==> src/rtl/log_space_ctrl_pkg.sv <==
// Shared types and defaults for the log space reservation controller.
package log_space_ctrl_pkg;

    localparam int LOG_DEPTH_W_DEF = 10;

    typedef enum logic [1:0] {
        ST_IDLE    = 2'd0,
        ST_CHECK   = 2'd1,
        ST_RESP    = 2'd2,
        ST_WRITING = 2'd3
    } state_t;

endpackage

==> src/rtl/log_space_ctrl.sv <==
// Reserves line space in a circular log memory, walks the write pointer while an entry is
// written, and tracks used lines against truncation reclaims.
//
// Handshakes: a transfer happens on a rising clk edge where both val and rdy are 1.
// The sender holds val and payload until that edge; rdy never depends on val.
module log_space_ctrl
    import log_space_ctrl_pkg::*;
#(
    parameter int LOG_DEPTH_W = LOG_DEPTH_W_DEF,
    parameter int LEN_W       = LOG_DEPTH_W + 1
) (
    input  logic                   clk,
    input  logic                   rst,
    input  logic                   resv_req_val,
    input  logic [LEN_W-1:0]       resv_req_lines,
    output logic                   resv_req_rdy,
    output logic                   resv_resp_val,
    output logic                   resv_resp_ok,
    output logic [LOG_DEPTH_W-1:0] resv_resp_base_addr,
    input  logic                   resv_resp_rdy,
    input  logic                   log_ctrl_datap_incr_wr_addr,
    output logic [LOG_DEPTH_W-1:0] datap_wr_addr,
    output logic                   datap_ctrl_log_has_space,
    input  logic                   reclaim_val,
    input  logic [LEN_W-1:0]       reclaim_lines,
    output logic                   reclaim_rdy,
    output logic [LEN_W-1:0]       used_lines,
    output logic                   err_sticky,
    output state_t                 dbg_state
);

    localparam int DEPTH = 1 << LOG_DEPTH_W;
    localparam logic [LEN_W:0] DEPTH_X = (LEN_W + 1)'(DEPTH);

    state_t                 state_q, state_d;
    logic [LEN_W-1:0]       len_q, len_d;
    logic [LOG_DEPTH_W-1:0] wr_ptr_q, wr_ptr_d;
    logic [LEN_W-1:0]       used_q, used_d;
    logic [LEN_W-1:0]       remaining_q, remaining_d;
    logic                   has_space_q, has_space_d;
    logic                   err_q, err_d;
    logic                   req_rdy_q, req_rdy_d;
    logic                   resp_val_q, resp_val_d;
    logic                   resp_ok_q, resp_ok_d;
    logic [LOG_DEPTH_W-1:0] resp_base_q, resp_base_d;

    logic [LEN_W-1:0]       grant_lines;
    logic [LEN_W:0]         used_sum;

    always_comb begin
        state_d     = state_q;
        len_d       = len_q;
        wr_ptr_d    = wr_ptr_q;
        remaining_d = remaining_q;
        has_space_d = has_space_q;
        resp_ok_d   = resp_ok_q;
        resp_base_d = resp_base_q;
        err_d       = err_q;
        grant_lines = '0;
        used_sum    = '0;
        used_d      = used_q;

        case (state_q)
            ST_IDLE: begin
                if (req_rdy_q && resv_req_val) begin
                    len_d   = resv_req_lines;
                    state_d = ST_CHECK;
                end
            end
            ST_CHECK: begin
                // Registered used count only: a reclaim landing this cycle is seen next time.
                resp_ok_d   = ({1'b0, len_q} <= (DEPTH_X - {1'b0, used_q}));
                resp_base_d = wr_ptr_q;
                state_d     = ST_RESP;
            end
            ST_RESP: begin
                if (resv_resp_rdy) begin
                    has_space_d = resp_ok_q;
                    if (resp_ok_q) begin
                        grant_lines = len_q;
                        remaining_d = len_q;
                        state_d     = (len_q == '0) ? ST_IDLE : ST_WRITING;
                    end else begin
                        state_d = ST_IDLE;
                    end
                end
            end
            ST_WRITING: begin
                if (log_ctrl_datap_incr_wr_addr) begin
                    wr_ptr_d    = wr_ptr_q + LOG_DEPTH_W'(1);
                    remaining_d = remaining_q - LEN_W'(1);
                    if (remaining_q == LEN_W'(1)) begin
                        state_d = ST_IDLE;
                    end
                end
            end
            default: begin
                state_d     = state_t'('x);
                len_d       = 'x;
                wr_ptr_d    = 'x;
                remaining_d = 'x;
                has_space_d = 'x;
                resp_ok_d   = 'x;
                resp_base_d = 'x;
            end
        endcase

        if (log_ctrl_datap_incr_wr_addr && (state_q != ST_WRITING)) begin
            err_d = 1'b1;
        end

        // Grant and reclaim combine in one cycle; an over-reclaim clamps at zero.
        used_sum = {1'b0, used_q} + {1'b0, grant_lines};
        if (reclaim_val) begin
            if ({1'b0, reclaim_lines} > used_sum) begin
                used_d = '0;
                err_d  = 1'b1;
            end else begin
                used_d = LEN_W'(used_sum - {1'b0, reclaim_lines});
            end
        end else begin
            used_d = LEN_W'(used_sum);
        end

        req_rdy_d  = (state_d == ST_IDLE);
        resp_val_d = (state_d == ST_RESP);
    end

    always_ff @(posedge clk) begin
        if (rst) begin
            state_q     <= ST_IDLE;
            len_q       <= '0;
            wr_ptr_q    <= '0;
            used_q      <= '0;
            remaining_q <= '0;
            has_space_q <= 1'b0;
            err_q       <= 1'b0;
            req_rdy_q   <= 1'b1;
            resp_val_q  <= 1'b0;
            resp_ok_q   <= 1'b0;
            resp_base_q <= '0;
        end else begin
            state_q     <= state_d;
            len_q       <= len_d;
            wr_ptr_q    <= wr_ptr_d;
            used_q      <= used_d;
            remaining_q <= remaining_d;
            has_space_q <= has_space_d;
            err_q       <= err_d;
            req_rdy_q   <= req_rdy_d;
            resp_val_q  <= resp_val_d;
            resp_ok_q   <= resp_ok_d;
            resp_base_q <= resp_base_d;
        end
    end

    assign resv_req_rdy             = req_rdy_q;
    assign resv_resp_val            = resp_val_q;
    assign resv_resp_ok             = resp_ok_q;
    assign resv_resp_base_addr      = resp_base_q;
    assign datap_wr_addr            = wr_ptr_q;
    assign datap_ctrl_log_has_space = has_space_q;
    assign reclaim_rdy              = 1'b1;
    assign used_lines               = used_q;
    assign err_sticky               = err_q;
    assign dbg_state                = state_q;

endmodule

==> config.mk <==
export PLATFORM = sky130hd
export DESIGN_NAME = log_space_ctrl
export DESIGN_NICKNAME = d
export VERILOG_FILES = /design/src/rtl/log_space_ctrl_pkg.sv /design/src/rtl/log_space_ctrl.sv
export SDC_FILE = /design/constraint.sdc
export NUM_CORES = 1
export LEC_CHECK = 0
export ABC_CLOCK_PERIOD_IN_PS = 4200
export BUFFER_PORTS_ARGS = -buffer_cell sky130_fd_sc_hd__buf_2
export CORE_MARGIN = 1.5
export CORE_UTILIZATION = 52
export CTS_CLUSTER_SIZE = 25
export DETAILED_ROUTE_END_ITERATION = 8
export PLACE_DENSITY = 0.74
export SETUP_SLACK_MARGIN = 0.4
export SLEW_MARGIN = 20
export SYNTH_ARGS = -nofsm -noshare
export SYNTH_HDL_FRONTEND = slang
export SYNTH_SLANG_ARGS = --single-unit
==> constraint.sdc <==
create_clock -name clk -period 4.2 [get_ports clk]
set_input_delay 0.63 -clock clk [delete_from_list [all_inputs] [get_ports clk]]
set_output_delay 0.63 -clock clk [all_outputs]
set_load 0.005 [all_outputs]
== After elaboration in Yosys (flattened, before gate mapping) ==
Index checks and enable logic that the tools add are counted.
Word-level totals
  bits in read-only memories: 0
  flip-flop bits (word level): 60
  RAM bits: 0
  logic and storage cells: 56
  output and inout port bits: 39
  latch bits: 0
  input bits: 28
  memories: 0
Cells by class
  $add $sub $neg: 5
  reduce and logical (&&, ||, !) cells: 10
  bitwise gates (word level): 0
  div/mod/pow operators: 0
  muxes and demuxes: 19
  multipliers: 0
  $lt $le $gt $ge: 2
  eq/ne operators: 9
  shift operators: 0
Operators with widths (number)
  $mux W11: 8
  $pmux W11 S2: 1
  $add A11 B11 Y12: 1
  $gt A11 B12 Y1: 1
  $le A11 B12 Y1: 1
  $mux W2: 6
  $sub A11 B11 Y12 const A: 1
  $eq A11 B1 Y1 const B: 1
  $logic_not A11 Y1: 1
  $sub A11 B1 Y11 const B: 1
  $sub A11 B11 Y11: 1
  $add A10 B1 Y10 const B: 1
  $ne A2 B2 Y1 const B: 4
  $pmux W2 S4: 1
  $eq A2 B2 Y1 const B: 3
  $reduce_and A2 Y1: 3
  $logic_not A2 Y1: 2
  $reduce_and A4 Y1: 1
  $mux W1: 3
  $eq A2 B1 Y1 const B: 1
  $logic_and A1 B1 Y1: 2
  $reduce_bool A2 Y1: 1

== Logic depth before layout (Yosys ltp) ==
  depth after elaboration: 7
  depth in mapped cells: 19
  gate-level depth less buffers: 18

== Least setup slack after synthesis ==
Ideal clock, no wire load.
  kind: input to register
  from: input port resv_resp_rdy
  to: register used_q[5], in the netlist used_lines[5]
  stages on the path: 17
  setup time: 0.117 ns
  path slack: 0.028 ns
  required time: 4.083 ns
  path buffers: 1
  arrival time: 4.054 ns
  cells stage by stage: nand3b_1 nor2_1 clkbuf_1 and2_1 ha_1 nor2b_1 o31a_1 o31ai_1 xor2_1 inv_1 ha_1 o21ai_0 nand2b_1 o31ai_1 mux2_4 a221o_1 a32o_1
On the way
  word-level cells in the longest chain between the ends: 6
  elaborated cells on any way between the ends: 7
  classes of those cells: add/sub: 2; order compare: 1; mux: 4
Ends and longest elaborated chain
  from (decl): RTL line log_space_ctrl.sv:20  | input logic resv_resp_rdy,
  $mux W11 *: RTL line log_space_ctrl.sv:77  | if (resv_resp_rdy) begin
  $mux W11 *: RTL line log_space_ctrl.sv:63  | case (state_q)
  $add A11 B11 Y12 *: RTL line log_space_ctrl.sv:113  | used_sum = {1'b0, used_q} + {1'b0, grant_lines};
  $sub A11 B11 Y11 / $gt A11 B12 Y1 (equally long branches): RTL line log_space_ctrl.sv:119, log_space_ctrl.sv:115
  $mux W11: RTL line log_space_ctrl.sv:115  | if ({1'b0, reclaim_lines} > used_sum) begin
  $mux W11 *: RTL line log_space_ctrl.sv:114  | if (reclaim_val) begin
  to (signal assigned): RTL line log_space_ctrl.sv:146  | used_q <= used_d;
  to (decl): RTL line log_space_ctrl.sv:38  | logic [LEN_W-1:0] used_q, used_d;
Mark *: on every way between the ends. The rest lies on a longest branch, timed or not.
A chain may end at the register's enable or synchronous reset.

== Final worst setup path ==
  from: register state_q[0], in the netlist dbg_state[0]
  to: register used_q[10], in the netlist used_lines[10]
On the way
  word-level cells in the longest chain between the ends: 6
  elaborated cells on any way between the ends: 7
  classes of those cells: add/sub: 2; order compare: 1; eq/ne: 1; mux: 3
Ends and longest elaborated chain
  from (decl): RTL line log_space_ctrl.sv:35  | state_t state_q, state_d;
  from (signal assigned): RTL line log_space_ctrl.sv:143  | state_q <= state_d;
  $eq A2 B2 Y1 *: RTL line log_space_ctrl.sv:63
  $mux W11 *: RTL line log_space_ctrl.sv:63
  $add A11 B11 Y12 *: RTL line log_space_ctrl.sv:113
  $sub A11 B11 Y11 / $gt A11 B12 Y1 (equally long branches): RTL line log_space_ctrl.sv:119, log_space_ctrl.sv:115
  $mux W11: RTL line log_space_ctrl.sv:115
  $mux W11 *: RTL line log_space_ctrl.sv:114
Marked as above.

==> reports/results.ini <==
[global_routing]
overflow = 0
grt_max_degree = 31
antenna_found_initial = 0
grt_pass1_vias = 3722
grtUsageTotal = 0.263
grt_pass1_wl_um = 17600

[finish]
diodes = 0
layout-drive-gt1-share = 0.221
nFillCells = 674
areaGrowthSynthToFinish_pct = 20.8
regArea_um2 = 1200
finalInstanceArea_um2 = 4930
finalNetCount = 674
multi_input_area_um2 = 2790
fin_util = 0.645

[clock_network]
cts_buffer_depth = 2
cts_tree = yes
ctsRootBufferMaster = clkbuf_8
clk_pin_slew_ns = 0.07
cts.sinks = 60
numCtsBuffers = 9
htree_levels = 3
clk_latency_ns = 0.35
postCtsHoldBufs = 0

[timing]
min_period_ns = 3.88
max_freq_mhz = 258
relSlewSlack = 0.446
hold_violations = 0
min_period_over_period = 0.924
setup_viol = 0
rsz0062_at_grt = true
setup_tns_ns = 0
fin_skew_ns = 0.00908
worst_pin_slew_ns = 0.829
slew_violations = 0

[worst_setup_path]
crit_family = compound AO/OA/AOI/OAI gates
reg2reg_depth = 17
end_kind = register
regToRegSetupSlack_ns = 0.32
cp_slowest_stage_delay_ns = 0.43
rr_endpoint = used_lines[10]$_SDFF_PP0_
cp_cell_sequence = nand3b_1, nor3_2, ha_2, inv_2, fa_2, nor2b_2, o31a_1, o21a_1, nor2_2, xnor2_2, ha_1, nand4_1, a21oi_2, o31ai_2, mux2_4, a221o_2, a31o_2
cp_max_fo = 8
worst_path_max_delay_cell = a221o_2
critPathKind = reg2reg
worstPathRequired_ns = 4.44
start_kind = register
path_buf_inv = 1
crit_arrival_ns = 4.12
r2r_start = dbg_state[0]$_SDFF_PP0_

[yosys]
ys_seq_area_frac = 0.294
synth_top_area_share = 0.294
synth_most_common_cell = nand2_1
synth_seq_cells = 60
yosys_warnings = 0
synth_ff_type = dfxtp_1
netlist_top_cells_count = 79 x nand2_1, 60 x dfxtp_1, 56 x a21oi_1
syn_area_um2 = 4080
synth_area_leaders = dfxtp_1 29%, ha_1 14%, nand2_1 7.3%
syn_nets = 596
ys_types = 59
synth_area_leader_cell = dfxtp_1
syn_area_per_cell_um2 = 7.85
netlist_instances = 520
synth-edff-count = 0
async_flop_share = 0

[pwr]
leakagePower_nw = 2.23
p_per_area_nw_per_um2 = 339
ir_drop_mv = 0.166
power_mw = 1.67

[floorplanning]
ios = 67
die_h_um = 91.6
core-area_um2 = 7650
dieWidth_um = 91.6
initial_utilization = 0.534
row_count = 32
fp.dieArea_um2 = 8390

[worst_hold_path]
hold_end = resv_resp_base_addr[7]$_SDFFE_PP0N_
hold_depth = 2
hold_start = resv_resp_base_addr[7]$_SDFFE_PP0N_
min_path_type = reg2reg

[detailed_routing]
drt_wl_total_um = 10800
vias_per_cell = 5.62
drtAntennaViolNets = 0
drc = 0
vias = 3965
drt-pass1-iter-count = 5
detail_route.wl_per_cell_um = 15.3
drtIter0Drc = 186

[placed_design]
dpl_cell_area_um2 = 4600
io_buffers = 65
gp_congestion = 0.871
dpl.hpwl_um = 8130

[outcome]
status = finished clean

[job]
cap_violations = 0

## worst max-delay path by stage
stage                       startpoint                   endpoint  cells past startpoint
3_5_place_dp             resv_resp_rdy   used_lines[8]$_SDFF_PP0_                     19
2_1_floorplan            resv_resp_rdy   used_lines[5]$_SDFF_PP0_                     17
6_report       dbg_state[0]$_SDFF_PP0_  used_lines[10]$_SDFF_PP0_                     17
5_1_grt        dbg_state[0]$_SDFF_PP0_   used_lines[9]$_SDFF_PP0_                     17
4_1_cts        dbg_state[0]$_SDFF_PP0_   used_lines[8]$_SDFF_PP0_                     17
3_3_place_gp             resv_resp_rdy   used_lines[8]$_SDFF_PP0_                     19
## timing repair
| item | 4_1_cts | 5_1_grt |
|---|---|---|
| buffers inserted | 2 | 1 |
| gates resized for setup | 7 | 14 |
| pin swaps | 2 | 5 |
| setup endpoints to repair | 12 | 12 |
| endpoints found under the hold margin | 0 | 0 |
## logic make-up after synthesis
| family | synth area share |
|---|---|
| AOI/OAI and AO/OA | 0.208 |
| xor gates and xnor gates | 0.0665 |
| adders and majority gates | 0.151 |
| buffers and inverters | 0.0555 |
| DFF | 0.294 |
| muxes | 0.00368 |
| other | 0.000918 |
| and+or+nand+nor | 0.221 |
## sequential cells by signal (all words and copies together), names as in the netlist, 2 cells and up
register	cells
dbg_state	2
resv_resp_base_addr	10
remaining_q	11
len_q	11
datap_wr_addr	10
used_lines	11
## layout by cell type, fill, tap and decap left out, types with 6 or more instances in the layout
cell type | Yosys | layout
nand2_1 | 79 | 79
buf_2 | 1 | 65
dfxtp_1 | 60 | 59
a21oi_1 | 56 | 54
nor2_1 | 45 | 43
ha_1 | 46 | 43
inv_1 | 32 | 31
buf_4 | 1 | 21
xor2_1 | 18 | 17
o21ai_0 | 15 | 15
nand3_1 | 13 | 13
xnor2_1 | 13 | 12
and2_1 | 11 | 10
a211oi_1 | 10 | 9
clkbuf_8 | 2 | 9
a32o_1 | 7 | 7
o21a_1 | 6 | 6
nor3_1 | 7 | 6
nand2b_1 | 6 | 6
o22ai_1 | 6 | 6
## worst register-to-register path, delay by kind of cell (launching register included)
kind / cells / cell delay [ns]
flops: 1 / 0.32
fa+ha+maj: 3 / 0.91
compound gates: 6 / 1.29
xor+xnor: 1 / 0.16
simple gates: 5 / 0.79
buf+inv: 1 / 0.04
mux: 1 / 0.27
## metal layers
layer  vias to the layer above  GRT usage  share of wire
li1                       1976          -              -
met1                      1865      0.329           0.44
met2                        97      0.450           0.50
met3                        27     0.0332          0.032
met4                         0      0.117          0.028
met5                         -          0              0
## metrics by stage
stage	hold WS, ns	instances	setup slack [ns]
final	0.453	705	0.320
after global routing	0.471	705	0.147
after CTS	0.456	704	0.381
after detailed placement	0.446	686	-0.0647
after global placement	0.440	686	0.0835
after floorplan	0.449	520	0.255
## where the power goes
part           internal (mW)  switching, mW
clock network          0.335          0.239
registers              0.596         0.0384
logic                  0.204          0.262
total                   1.14          0.539
## cell type report
type / count / share of cell area
clock inverters: 4 / 0.0150
inverters: 32 / 0.0243
multi-input cells: 409 / 0.566
repair buffers: 86 / 0.0979
clock buffers: 12 / 0.0274
well taps: 102 / 0.0259
flip-flops and latches: 60 / 0.244
(Power assumes the default switching activity.)
